`src/rtl/data_select_unit_pkg.sv`:
```
// Shared constants for the data select unit: operation codes and default width.
package data_select_unit_pkg;

    localparam int DEF_DW = 8;

    // Operation codes carried on the 2-bit select input.
    typedef enum logic [1:0] {
        SEL_A   = 2'd0,
        SEL_B   = 2'd1,
        SEL_ADD = 2'd2,
        SEL_SUB = 2'd3
    } sel_e;

endpackage

```
`src/rtl/data_select_unit_if.sv`:
```
// Operand/result bus of the data select unit. No handshake: one op per cycle.
interface data_select_unit_if
    import data_select_unit_pkg::*;
#(
    parameter int DW = DEF_DW
);
    logic signed [DW-1:0] a;
    logic signed [DW-1:0] b;
    logic        [1:0]    select;
    logic signed [DW:0]   c;

    modport master (output a, output b, output select, input  c);
    modport slave  (input  a, input  b, input  select, output c);
endinterface

```
`src/rtl/data_select_alu.sv`:
```
// Combinational select/add/sub on sign-extended operands; DW+1 bit result
// is wide enough that neither the sum nor the difference can overflow.
module data_select_alu
    import data_select_unit_pkg::*;
#(
    parameter int DW = DEF_DW
) (
    input  logic signed [DW-1:0] a,
    input  logic signed [DW-1:0] b,
    input  logic        [1:0]    select,
    output logic signed [DW:0]   res
);
    logic signed [DW:0] a_ext;
    logic signed [DW:0] b_ext;

    assign a_ext = {a[DW-1], a};
    assign b_ext = {b[DW-1], b};

    // Pick the operation; all four codes are covered, default only avoids a latch.
    always_comb begin
        res = '0;
        case (sel_e'(select))
            SEL_A:   res = a_ext;
            SEL_B:   res = b_ext;
            SEL_ADD: res = a_ext + b_ext;
            SEL_SUB: res = a_ext - b_ext;
            default: res = '0;
        endcase
    end
endmodule

```
`src/rtl/data_select_unit.sv`:
```
// Top: output register with async clear around the combinational ALU.
module data_select_unit
    import data_select_unit_pkg::*;
#(
    parameter int DW = DEF_DW
) (
    input  logic                  clk,
    input  logic                  rst,
    data_select_unit_if.slave     bus
);
    logic signed [DW:0] alu_res;

    data_select_alu #(.DW(DW)) u_alu (
        .a      (bus.a),
        .b      (bus.b),
        .select (bus.select),
        .res    (alu_res)
    );

    // Register the result every cycle; reset clears it without waiting for clk.
    always_ff @(posedge clk or posedge rst) begin
        if (rst) bus.c <= '0;
        else     bus.c <= alu_res;
    end
endmodule

```
`src/flat_wrapper.sv`:
```
// flat-port wrapper written by rule: the top's interface ports become plain ports
module data_select_unit_flat import data_select_unit_pkg::*;
#(
    parameter int DW = DEF_DW
)
  (clk, rst, bus_a, bus_b, bus_select, bus_c);
  data_select_unit_if #(.DW(DW)) bus_i ();
  input  logic clk;
  input  logic rst;
  input wire logic [$bits(bus_i.a)-1:0] bus_a;
  input wire logic [$bits(bus_i.b)-1:0] bus_b;
  input wire logic [$bits(bus_i.select)-1:0] bus_select;
  output wire logic [$bits(bus_i.c)-1:0] bus_c;
  assign bus_i.a = bus_a;
  assign bus_i.b = bus_b;
  assign bus_i.select = bus_select;
  assign bus_c = bus_i.c;
  data_select_unit #(.DW(DW)) u_core (.clk(clk), .rst(rst), .bus(bus_i));
endmodule
```
`config.mk`:
```
export PLATFORM = sky130hd
export DESIGN_NAME = data_select_unit_flat
export DESIGN_NICKNAME = d
export VERILOG_FILES = /design/src/rtl/data_select_unit_pkg.sv /design/src/rtl/data_select_unit_if.sv /design/src/rtl/data_select_alu.sv /design/src/rtl/data_select_unit.sv /design/src/flat_wrapper.sv
export SDC_FILE = /design/constraint.sdc
export NUM_CORES = 1
export LEC_CHECK = 0
export ABC_AREA = 1
export BUFFER_PORTS_ARGS = -buffer_cell sky130_fd_sc_hd__buf_2
export CAP_MARGIN = 5
export CORE_MARGIN = 4
export CORE_UTILIZATION = 54
export DETAILED_ROUTE_END_ITERATION = 8
export GPL_TIMING_DRIVEN = 0
export PLACE_DENSITY = 0.83
export SLEW_MARGIN = 10
export SYNTH_ARGS = -nofsm -noshare
export SYNTH_HDL_FRONTEND = slang
export SYNTH_SLANG_ARGS = --single-unit
```
`constraint.sdc`:
```
create_clock -name clk -period 1.5 [get_ports clk]
set_clock_uncertainty 0.15 [all_clocks]
set_input_delay 0.075 -clock clk [delete_from_list [all_inputs] [get_ports clk]]
set_output_delay 0.075 -clock clk [all_outputs]
set_load 0.01 [all_outputs]
```
Word-level counts from Yosys, hierarchy flattened
Index checks and enable logic that the tools add are counted.
- bits in registers: 9
- reductions and logical operators: 1
- equal/unequal tests: 3
- mux-type cells: 1
- $add $sub $neg: 2
- operators with widths (operator ; number):
    9-bit case mux with 4 select lines ; 1
    8-bit by 8-bit adder with 9-bit output ; 1
    8-bit by 8-bit subtractor with 9-bit output ; 1
    2-bit == test, second input constant ; 2
    2-bit by 1-bit == test with 1-bit output, second input constant ; 1
    2-bit zero test ; 1

Longest topological paths before layout
Gate-level depths: netlist of the first run.
- depth in word-level cells: 2
- gate-level depth with buffers: 15
- gate-level depth less buffers: 15

Hierarchy
From an unflattened synthesis of the first run, not the netlist that was laid out.
- cell total of the unflattened synthesis: 142
- area, all modules: 974.7 µm²
- by module, submodules not included (module ; instances ; cells each ; area an instance (µm²) ; sequential area each (µm²)):
    data_select_alu ; 1 ; 132 ; 745.7 ; 0.0
    data_select_unit ; 1 ; 10 ; 229.0 ; 225.2

Worst setup path after synthesis of the first run
Ideal clock, no wire load.
- path kind: input port to flip-flop
- start point: input port bus_b[1]
- end point: register u_core.bus.c[7]
- path slack: -455 ps
- stages: 12
- data arrival time: 1679 ps
- required time: 1223 ps
- setup time: 127 ps
- cells stage by stage: inv_1 ha_1 nand2_1 o31ai_1 xor2_1 inv_1 ha_1 a21oi_1 a21boi_0 nand3_1 nand2_1 o21ai_0
- longest elaborated chain between the ends: 2
- elaborated cells between the ends (all ways): 3
- those cells by class: 2 x add/sub; 1 x mux
- ends and longest elaborated chain (element ; line ; RTL):
    from (decl) ; flat_wrapper.sv:11 ; input wire logic [$bits(bus_i.b)-1:0] bus_b;
    8-bit by 8-bit subtractor with 9-bit output / 8-bit by 8-bit adder with 9-bit output (equally long branches) ; data_select_alu.sv:26, data_select_alu.sv:25 ;
    9-bit case mux with 4 select lines (*) ; data_select_alu.sv:22 ; case (sel_e'(select))
    net u_core.alu_res[7] ; data_select_unit.sv:11 ; logic signed [DW:0] alu_res;
    to (signal assigned) ; data_select_unit.sv:23 ; else bus.c <= alu_res;
    to (decl) ; data_select_unit_if.sv:13 ; modport slave (input a, input b, input select, output c);
The timed path passes the listed nets; every way through them passes the cells marked *.

Worst setup path in the final report of the first run
- start point: input port bus_b[0]
- end point: register u_core.bus.c[8]
Same word-level chain as after synthesis.

==> flow_summary.json, run 1 <==
{
  "met3_usage": 0.0326,
  "gr-max-usage-layer": "met2",
  "final_common_cell": "nand2_1",
  "num_rows": 15,
  "vias": 1139,
  "maxCapViolations": 0,
  "hp-class": "in -> reg",
  "core_mm2": 0.00171,
  "ios": 29,
  "worstSetupPathType": "in -> reg",
  "vdd_ir_drop_max_uv": 436,
  "final_cell_mix": "nand2_1, buf_2, inv_1",
  "ys.flop_type": "dfrtp_1",
  "crit_chain": "buf_8 > inv_6 > ha_4 > nand2_4 > o31ai_4 > xor2_1 > inv_1 > ha_4 > nand2_2 > o21ai_1 > inv_1 > nand2_2 > nand3_2 > nand3_2 > nand2_1",
  "violations": "negative hold slack, negative setup slack",
  "place_hpwl_mm": 2.02,
  "yosys.area_share.simple": 0.281,
  "power_density_mw_per_mm2": 736,
  "cts.path.max_buffers": 2,
  "dpl_cell_area_mm2": 0.00124,
  "synthTopCellsByArea": "dfrtp_1, nand2_1, ha_1",
  "max_freq_mhz": 581,
  "synthArstFlopShare": 1.00,
  "clkSlewWorstSetupHoldPaths_ns": 0.05,
  "relSlewSlack": 0.791,
  "grt_pass1_wl_mm": 4.76,
  "fin_util": 0.858,
  "die_y_um": 50.3,
  "fin_ws_ns": -0.221,
  "finalCritPeriodShare": 1.15,
  "vias_per_cell": 5.42,
  "fillCellCount": 103,
  "reg.largest.list": "u_core.bus.c x9",
  "critPathArrivalTime_ns": 1.71,
  "cts_root_buf": "clkbuf_4",
  "min_from": "bus_select[1]",
  "initial_core_util": 0.565,
  "stdcell_area_mm2": 0.00147,
  "setup_violations": 7,
  "synth_top_area_frac": 0.233,
  "top_register": "u_core.bus.c",
  "p_total_w": 0.00108,
  "dieArea_mm2": 0.00253,
  "port_buffers": 27,
  "holdPathStages": 3,
  "leakagePower_nw": 0.751,
  "critPathBufInv": 4,
  "yosysSeqAreaShare": 0.233,
  "synth_fa_ha_area_frac": 0.137,
  "dr.pass1.iters": 4,
  "wirelength_mm": 2.85,
  "synthMuxAreaShare": 0,
  "cpMaxStageDelayCell": "ha_4",
  "nets": 216,
  "synthDistinctLibCells": 25,
  "final_max_slew_viol_count": 0,
  "cp.required_ns": 1.49,
  "ys_ff_latch": 9,
  "tightest_slew_ns": 0.314,
  "status": "finished, violations left",
  "finalSetupTns_ns": -0.892,
  "grt_usage": 0.243,
  "hold_violations": 4,
  "diodes": 0,
  "antenna_found_initial": 0,
  "cts.sinks": 9,
  "syn_area_um2": 965,
  "worstSetupStartpointType": "primary input",
  "grt_use_met2": 0.467,
  "synth_compound_area_frac": 0.169,
  "grt_max_degree": 10,
  "rsz0062_at_grt": "true",
  "synth_top_family_by_area": "simple AND/OR/NAND/NOR gates",
  "path_max_fanout": 4,
  "avgSynthCellArea_um2": 6.79,
  "drive_gt1_frac": 0.395,
  "grt.met1_usage": 0.261,
  "cts_tree": "yes",
  "end_kind": "flop",
  "syn_nets": 172,
  "grt_pass1_vias": 1190,
  "yosysWarnings": 0,
  "synth_edf_count": 0,
  "hold_path_end": "u_core.bus.c[8]",
  "grt_overflow": 0,
  "yosysTopAreaCell": "dfrtp_1",
  "synthCells": 142,
  "die_w_um": 50.3,
  "cp_top_family": "adder cells",
  "synth_xor_area_frac": 0.0545,
  "largest_reg_flops": 9,
  "syn_to_final_growth_pct": 51.9,
  "min_period_ns": 1.72,
  "drtIter0Drc": 46,
  "htree_levels": 1,
  "drc_errors": 0,
  "routedWlPerCell_um": 13.6,
  "whs_ns": -0.0359,
  "ant_nets": 0,
  "path_depth": 15,
  "cts-hold-fix-buffers": 6,
  "cpPeakStageDelay_ns": 0.30,
  "cts_buffers": 3,
  "gp_congestion": 0.848
}
Yosys cell counts, types with 2 or more instances:
master / count
a21oi_1: 8
dfrtp_1: 9
ha_1: 9
inv_1: 28
nand2_1: 33
nand3_1: 11
nand4_1: 4
nor2_1: 5
nor2_2: 4
o21ai_0: 9
o221ai_1: 3
o31ai_1: 2
xnor2_1: 3
xor2_1: 3
what timing repair did:
item	in CTS	in global routing
setup endpoints to repair	7	7
gates resized for setup	25	6
buffers inserted	5	1
cloned	0	0
endpoints found under the hold margin	17	4
pin swaps	21	6
per-stage QoR:
stage	setup WS, ns	hold WS, ns	std cells
2_1_floorplan	-0.200	-0.247	142
3_3_place_gp	-0.530	-0.121	194
3_5_place_dp	-0.607	-0.113	194
4_1_cts	-0.193	-0.0390	209
5_1_grt	-0.298	-0.0378	210
6_report	-0.221	-0.0359	210
worst max-delay path by stage:
stage / startpoint / end / slack, ns
6_report: bus_b[0] / u_core.bus.c[8] / -0.22
5_1_grt: bus_b[0] / u_core.bus.c[8] / -0.30
4_1_cts: bus_b[2] / u_core.bus.c[8] / -0.19
3_5_place_dp: bus_b[1] / u_core.bus.c[8] / -0.61
3_3_place_gp: bus_b[1] / u_core.bus.c[8] / -0.53
2_1_floorplan: bus_b[1] / u_core.bus.c[8] / -0.20
layout make-up:
class | count | area [µm²] | share of cell area
plain buffers | 1 | 11.3 | 0.00769
clock buffers | 4 | 26.3 | 0.0179
inverters | 29 | 126 | 0.0863
multi-input cells | 103 | 768 | 0.524
flip-flops and latches | 9 | 225 | 0.154
well taps | 25 | 31.3 | 0.0213
repair buffers | 39 | 277 | 0.189
kinds of logic (layout without fill, tap and decap cells):
| kind of cell | after synthesis | after routing |
|---|---|---|
| simple gates | 60 | 60 |
| compound gates | 27 | 27 |
| xor+xnor | 6 | 6 |
| fa+ha+maj | 10 | 10 |
| flops | 9 | 9 |
| buf+inv | 30 | 73 |
power breakdown:
part | leakage, nW | switching [W] | total, W | internal [W]
combinational | 0.629 | 0.000342 | 0.000616 | 0.000275
clock | 0.0150 | 0.0000719 | 0.000174 | 0.000102
sequential | 0.108 | 0.00000788 | 0.000289 | 0.000281
total | 0.751 | 0.000421 | 0.00108 | 0.000658
metal layers:
layer,vias to the layer above,share of wire
met2,53,0.51
li1,551,-
met5,-,0
met4,0,0.017
met1,529,0.40
met3,6,0.069
Power figures use the tool's default switching activity.
==> run 2: changes to the inputs <==
- PLACE_DENSITY: 0.83 -> 0.86
==> flow_summary.json, run 2 (synthesis gave the netlist of run 1 again) <==
{
  "status": "finished, violations left",
  "die_w_um": 50.3,
  "hp-class": "in -> reg",
  "antenna_found_initial": 0,
  "dieArea_mm2": 0.00253,
  "die_y_um": 50.3,
  "pre_cts_slack_ns": -0.597,
  "cts_root_buf": "clkbuf_4",
  "met3_usage": 0.0475,
  "vias": 1476,
  "tightest_slew_ns": 0.384,
  "relSlewSlack": 0.742,
  "grt_pass1_vias": 1206,
  "clkSlewWorstSetupHoldPaths_ns": 0.06,
  "grt.met1_usage": 0.275,
  "power_density_mw_per_mm2": 784,
  "end_kind": "flop",
  "final_common_cell": "nand2_1",
  "grt_use_met2": 0.507,
  "hold_violations": 2,
  "dr.pass1.iters": 5,
  "port_buffers": 27,
  "final_cell_mix": "nand2_1, inv_1, buf_2",
  "vdd_ir_drop_max_uv": 527,
  "cts.sinks": 9,
  "cts-hold-fix-buffers": 7,
  "path_max_fanout": 4,
  "cts_buffers": 3,
  "drive_gt1_frac": 0.459,
  "final_max_slew_viol_count": 0,
  "vias_per_cell": 6.68,
  "maxCapViolations": 0,
  "stdcell_area_mm2": 0.00164,
  "gr-max-usage-layer": "met2",
  "nets": 227,
  "initial_core_util": 0.565,
  "max_freq_mhz": 499,
  "syn_to_final_growth_pct": 69.9,
  "grt_max_degree": 10,
  "reg.largest.list": "u_core.bus.c x9",
  "routedWlPerCell_um": 24.0,
  "grt_pass1_wl_mm": 5.21,
  "setup_violations": 6,
  "dpl_cell_area_mm2": 0.00124,
  "gp_congestion": 0.835,
  "cts_tree": "yes",
  "critPathArrivalTime_ns": 2.00,
  "diodes": 0,
  "worstSetupPathType": "in -> reg",
  "num_rows": 15,
  "ios": 29,
  "whs_ns": -0.0386,
  "finalCritPeriodShare": 1.34,
  "grt_usage": 0.272,
  "place_hpwl_mm": 2.07,
  "cp.required_ns": 1.50,
  "cts.path.max_buffers": 2,
  "worstSetupStartpointType": "primary input",
  "rsz0062_at_grt": "true",
  "leakagePower_nw": 0.823,
  "drtIter0Drc": 117,
  "violations": "negative hold slack, negative setup slack",
  "htree_levels": 1,
  "core_mm2": 0.00171,
  "drc_errors": 0,
  "largest_reg_flops": 9,
  "min_period_ns": 2.00,
  "grt_overflow": 0,
  "fin_ws_ns": -0.504,
  "ant_nets": 0,
  "wirelength_mm": 5.30,
  "top_register": "u_core.bus.c"
}
run 2: cell types whose count changed in the layout (fill, tap and decap cells not counted), sizes merged:
cell	before	now
buf	34	44
dlygate4sd3	6	7
run 2: final timing paths:
check                         startpoint  depth (start not counted)               to
setup / recovery                bus_b[0]                         13  u_core.bus.c[7]
hold / removal             bus_select[1]                          3  u_core.bus.c[8]
max in group asynchronous            rst                          3  u_core.bus.c[4]
min in group asynchronous            rst                          3  u_core.bus.c[0]
run 2: timing repair:
| action | in CTS | in global routing |
|---|---|---|
| buffers inserted | 10 | 7 |
| hold endpoints to repair | 17 | 4 |
| gates resized for setup | 29 | 16 |
| pin swaps | 23 | 17 |
| setup endpoints to repair | 8 | 7 |
run 2: cell type report:
| type | instances | area, µm² |
|---|---|---|
| multi-input cells | 103 | 846 |
| fillers | 42 | 68.8 |
| clock buffers | 4 | 26.3 |
| inverters | 29 | 126 |
| well taps | 25 | 31.3 |
| flip-flops and latches | 9 | 225 |
| plain buffers | 1 | 15.0 |
| repair buffers | 50 | 369 |
run 2: layer usage:
metal / part of all wire / up-vias
li1: - / 574
met1: 0.30 / 651
met2: 0.45 / 189
met3: 0.14 / 62
met4: 0.11 / 0
met5: 0 / -
run 2: per-stage QoR:
| step | util | hold slack [ns] | total power, W | setup TNS, ns | cells |
|---|---|---|---|---|---|
| 2_1_floorplan | - | -0.247 | 0.000637 | -0.792 | 142 |
| 3_3_place_gp | 0.726 | -0.122 | 0.000762 | -3.04 | 194 |
| 3_5_place_dp | 0.726 | -0.116 | 0.000787 | -3.49 | 194 |
| 4_1_cts | 0.888 | -0.0514 | 0.00106 | -0.746 | 215 |
| 5_1_grt | 0.960 | -0.0423 | 0.00134 | -2.59 | 221 |
| 6_report | 0.960 | -0.0386 | 0.00129 | -2.40 | 221 |
run 2: where the power goes:
part           switching (W)  internal, W
Combinational       0.000459     0.000335
Clock              0.0000965     0.000103
Sequential         0.0000107     0.000281
run 2: worst max-delay path, stage by stage:
cell	delay (ns)
buf_8	0.11
inv_6	0.06
ha_4	0.14
nand2_4	0.06
o31ai_4	0.22
xor2_1	0.20
inv_1	0.10
ha_4	0.27
a21oi_1	0.26
a21boi_2	0.28
nand3_1	0.09
nand2_1	0.07
o21ai_1	0.06
==> run 3: changes to the inputs <==
- ABC_AREA: 1 -> unset
- CORE_MARGIN: 4 -> 3
- PLACE_DENSITY: 0.86 -> 0.87
==> flow_summary.json, run 3 <==
{
  "synth_edf_count": 0,
  "yosysSeqAreaShare": 0.240,
  "synth_top_area_frac": 0.240,
  "error": "[ERROR DPL-0038] Utilization greater than 100%, impossible to legalize",
  "grt-worst-endpoint": "u_core.bus.c[7]$_DFF_PP0_/D",
  "yosysMostFrequentCell": "a21oi_1",
  "synthTopCellsByArea": "dfrtp_1, ha_1, a21oi_1",
  "syn_area_um2": 940,
  "cts.path.max_buffers": 2,
  "synth_common_cells": "a21oi_1, nor2_1, dfrtp_1, ha_1",
  "synthArstFlopShare": 1.00,
  "stop_stage": "global routing",
  "yosysTopAreaCell": "dfrtp_1",
  "die_y_um": 47.7,
  "initial_core_util": 0.596,
  "yosysWarnings": 0,
  "cts_root_buf": "clkbuf_4",
  "port_buffers": 28,
  "dpl_cell_area_mm2": 0.00117,
  "avgSynthCellArea_um2": 8.03,
  "num_rows": 14,
  "ys_ff_latch": 9,
  "gp_congestion": 0.774,
  "ios": 29,
  "worst_endpoint_kind": "register data pin",
  "syn_nets": 147,
  "htree_levels": 1,
  "cts.sinks": 9,
  "status": "aborted with a tool error",
  "cts_buffers": 3,
  "grt_max_degree": 11,
  "ys.flop_type": "dfrtp_1",
  "synthCells": 117,
  "place_hpwl_mm": 1.85,
  "die_w_um": 47.7,
  "synthDistinctLibCells": 34
}
## run 3: changes by cell type after synthesis, moves of 4 or more
cell / before / now
nand2_1: 33 / 8
inv_1: 28 / 8
nand3_1: 11 / 3
a211oi_1: 0 / 6
o21ai_0: 9 / 3
o21ai_1: 0 / 6
nor2_1: 5 / 10
nor2b_1: 0 / 5
nand4_1: 4 / 0
nor2_2: 4 / 0
nor3_1: 0 / 4
## run 3: timing repair
action                                  CTS
hold endpoints to repair                 11
endpoints found under the setup margin    6
gates cloned                              0
resized for setup                        22
hold buffers                              3
pin swaps                                 7
buffers inserted                         10
## run 3: logic make-up after synthesis
logic type,after synthesis,share of synthesized area
buffers and inverters,11,0.0573
XOR/XNOR,8,0.0746
flip-flops,9,0.240
multiplexers,3,0.0320
adder cells (fa/ha/maj),10,0.141
AO/OA/AOI/OAI,36,0.232
AND/OR/NAND/NOR,40,0.224
## run 3: per-stage QoR
step	setup slack, ns	instances
CTS	-0.338	178
detailed placement	-0.700	161
global placement	-0.641	161
floorplan	-0.313	117
==> run 4: changes to the inputs <==
- CORE_AREA: unset -> 3 3 64 66
- CORE_MARGIN: 3 -> unset
- CORE_UTILIZATION: 54 -> unset
- DIE_AREA: unset -> 0 0 67 69
- PLACE_DENSITY: 0.87 -> unset
- PLACE_DENSITY_LB_ADDON: unset -> 0.15
==> flow_summary.json, run 4 <==
{
  "status": "finished, violations left",
  "violations": "negative setup slack",
  "grt_overflow": 0,
  "gp_congestion": 0.786,
  "max_freq_mhz": 531,
  "cpMaxStageDelayCell": "fa_2",
  "num_rows": 22,
  "syn_nets": 147,
  "worstSetupStartpointType": "primary input",
  "finalSetupTns_ns": -1.77,
  "drive_gt1_frac": 0.476,
  "port_buffers": 28,
  "hp-class": "in -> reg",
  "yosysTopAreaCell": "dfrtp_1",
  "syn_area_um2": 940,
  "fin_util": 0.421,
  "vias_per_cell": 4.63,
  "grt_max_degree": 11,
  "synth_common_cells": "a21oi_1, nor2_1, dfrtp_1, ha_1",
  "rsz0062_at_grt": "true",
  "worst_path_most_repeated_cell": "o21ai_2",
  "end_kind": "flop",
  "setup_violations": 7,
  "tightest_slew_ns": 0.397,
  "multi_input_area_um2": 811,
  "synth_top_family_by_area": "compound AO/OA/AOI/OAI gates",
  "ys.flop_type": "dfrtp_1",
  "wirelength_mm": 2.60,
  "initial_core_util": 0.259,
  "htree_levels": 1,
  "top_register": "u_core.bus.c",
  "cp.required_ns": 1.49,
  "maxCapViolations": 0,
  "synth_compound_area_frac": 0.232,
  "drtIter0Drc": 29,
  "critPathBufInv": 3,
  "yosysSeqAreaShare": 0.240,
  "worstSetupPathType": "in -> reg",
  "synthMuxAreaShare": 0.0320,
  "yosysMostFrequentCell": "a21oi_1",
  "finalCritPeriodShare": 1.25,
  "synth_edf_count": 0,
  "fin_ws_ns": -0.382,
  "cts.path.max_buffers": 2,
  "diodes": 0,
  "largest_reg_flops": 9,
  "cts_tree": "yes",
  "routedWlPerCell_um": 12.3,
  "relSlewSlack": 0.734,
  "holdPathStages": 3,
  "syn_to_final_growth_pct": 62.8,
  "grt_pass1_wl_mm": 4.30,
  "path_max_fanout": 4,
  "critPathArrivalTime_ns": 1.87,
  "synth_fa_ha_area_frac": 0.141,
  "clkSlewWorstSetupHoldPaths_ns": 0.04,
  "dieArea_mm2": 0.00462,
  "dr.pass1.iters": 4,
  "cp_top_family": "compound AO/OA/AOI/OAI gates",
  "synthCells": 117,
  "final_max_slew_viol_count": 0,
  "cts_root_buf": "clkbuf_8",
  "yosysWarnings": 0,
  "die_w_um": 67,
  "regArea_um2": 225,
  "cpPeakStageDelay_ns": 0.40,
  "synth_top_area_frac": 0.240,
  "place_hpwl_mm": 2.03,
  "reg.largest.list": "u_core.bus.c x9",
  "whs_ns": 0.0273,
  "pre_cts_slack_ns": -0.785,
  "power_density_mw_per_mm2": 763,
  "min_period_ns": 1.88,
  "synthDistinctLibCells": 34,
  "hold_violations": 0,
  "grt_pass1_vias": 982,
  "path_depth": 12,
  "synthTopCellsByArea": "dfrtp_1, ha_1, a21oi_1",
  "cts_buffers": 3,
  "synth_xor_area_frac": 0.0746,
  "final_common_cell": "buf_2",
  "antenna_found_initial": 0,
  "vias": 982,
  "grt_usage": 0.118,
  "synthArstFlopShare": 1.00,
  "yosys.area_share.simple": 0.224,
  "fillCellCount": 382,
  "vdd_ir_drop_max_uv": 207,
  "cts.sinks": 9,
  "leakagePower_nw": 0.697,
  "stdcell_count": 212,
  "avgSynthCellArea_um2": 8.03,
  "drc_errors": 0,
  "nets": 195,
  "ys_ff_latch": 9,
  "die_y_um": 69,
  "crit_chain": "buf_8 > inv_6 > ha_4 > nand2_2 > o21ai_2 > buf_4 > fa_2 > nand2b_4 > a21oi_4 > o21ai_2 > a21o_1 > a31oi_2",
  "core_mm2": 0.00363,
  "final_cell_mix": "buf_2, buf_4, nor2_1, dfrtp_1, ha_1",
  "ios": 29,
  "dpl.cell_count": 193,
  "ant_nets": 0
}
-- run 4: cell counts after synthesis --
No cell type changed its count.
-- run 4: what timing repair did --
item,in CTS,in global routing
setup buffers,9,5
endpoints found under the hold margin,9,0
pin swaps,13,23
hold buffers,1,0
setup endpoints to repair,6,6
gates resized for setup,26,13
-- run 4: where the power goes --
group	switching, W	leakage, nW	internal, W
clock network	0.0000818	0.0228	0.000184
registers	0.00000714	0.104	0.000283
logic	0.000305	0.570	0.000307
-- run 4: cell families (layout without fill, tap and decap cells) --
group | Yosys count | after routing
XOR/XNOR | 8 | 8
flip-flops | 9 | 9
AND/OR/NAND/NOR | 40 | 40
AO/OA/AOI/OAI | 36 | 36
multiplexers | 3 | 3
buffers and inverters | 11 | 58
adder cells (fa/ha/maj) | 10 | 10
-- run 4: final timing paths --
check | from | end | slack (ns)
min in group asynchronous | rst | u_core.bus.c[4] | 0.20
max in group asynchronous | rst | u_core.bus.c[3] | 0.77
min | bus_b[2] | u_core.bus.c[2] | 0.03
max | bus_b[0] | u_core.bus.c[6] | -0.38
-- run 4: per-layer routing --
layer  GRT usage  part of all wire  up-vias
met5           0                 0        -
met4      0.0473            0.0054        0
met3      0.0147             0.054        2
met2       0.194              0.51       26
met1       0.151              0.43      443
li1            -                 -      511
-- run 4: metrics by stage --
step	instance area (µm²)	power, W
2_1_floorplan	1010	0.000620
3_3_place_gp	1210	0.000757
3_5_place_dp	1210	0.000761
4_1_cts	1440	0.00111
5_1_grt	1530	0.00126
6_report	1530	0.00117
-- run 4: area by class of cell --
| type | count | area share |
|---|---|---|
| Buffer | 3 | 0.0221 |
| Clock buffer | 4 | 0.0294 |
| Inverter | 8 | 0.0311 |
| Multi-Input combinational cell | 97 | 0.530 |
| Sequential cell | 9 | 0.147 |
| Tap cell | 48 | 0.0392 |
| Timing Repair Buffer | 43 | 0.201 |
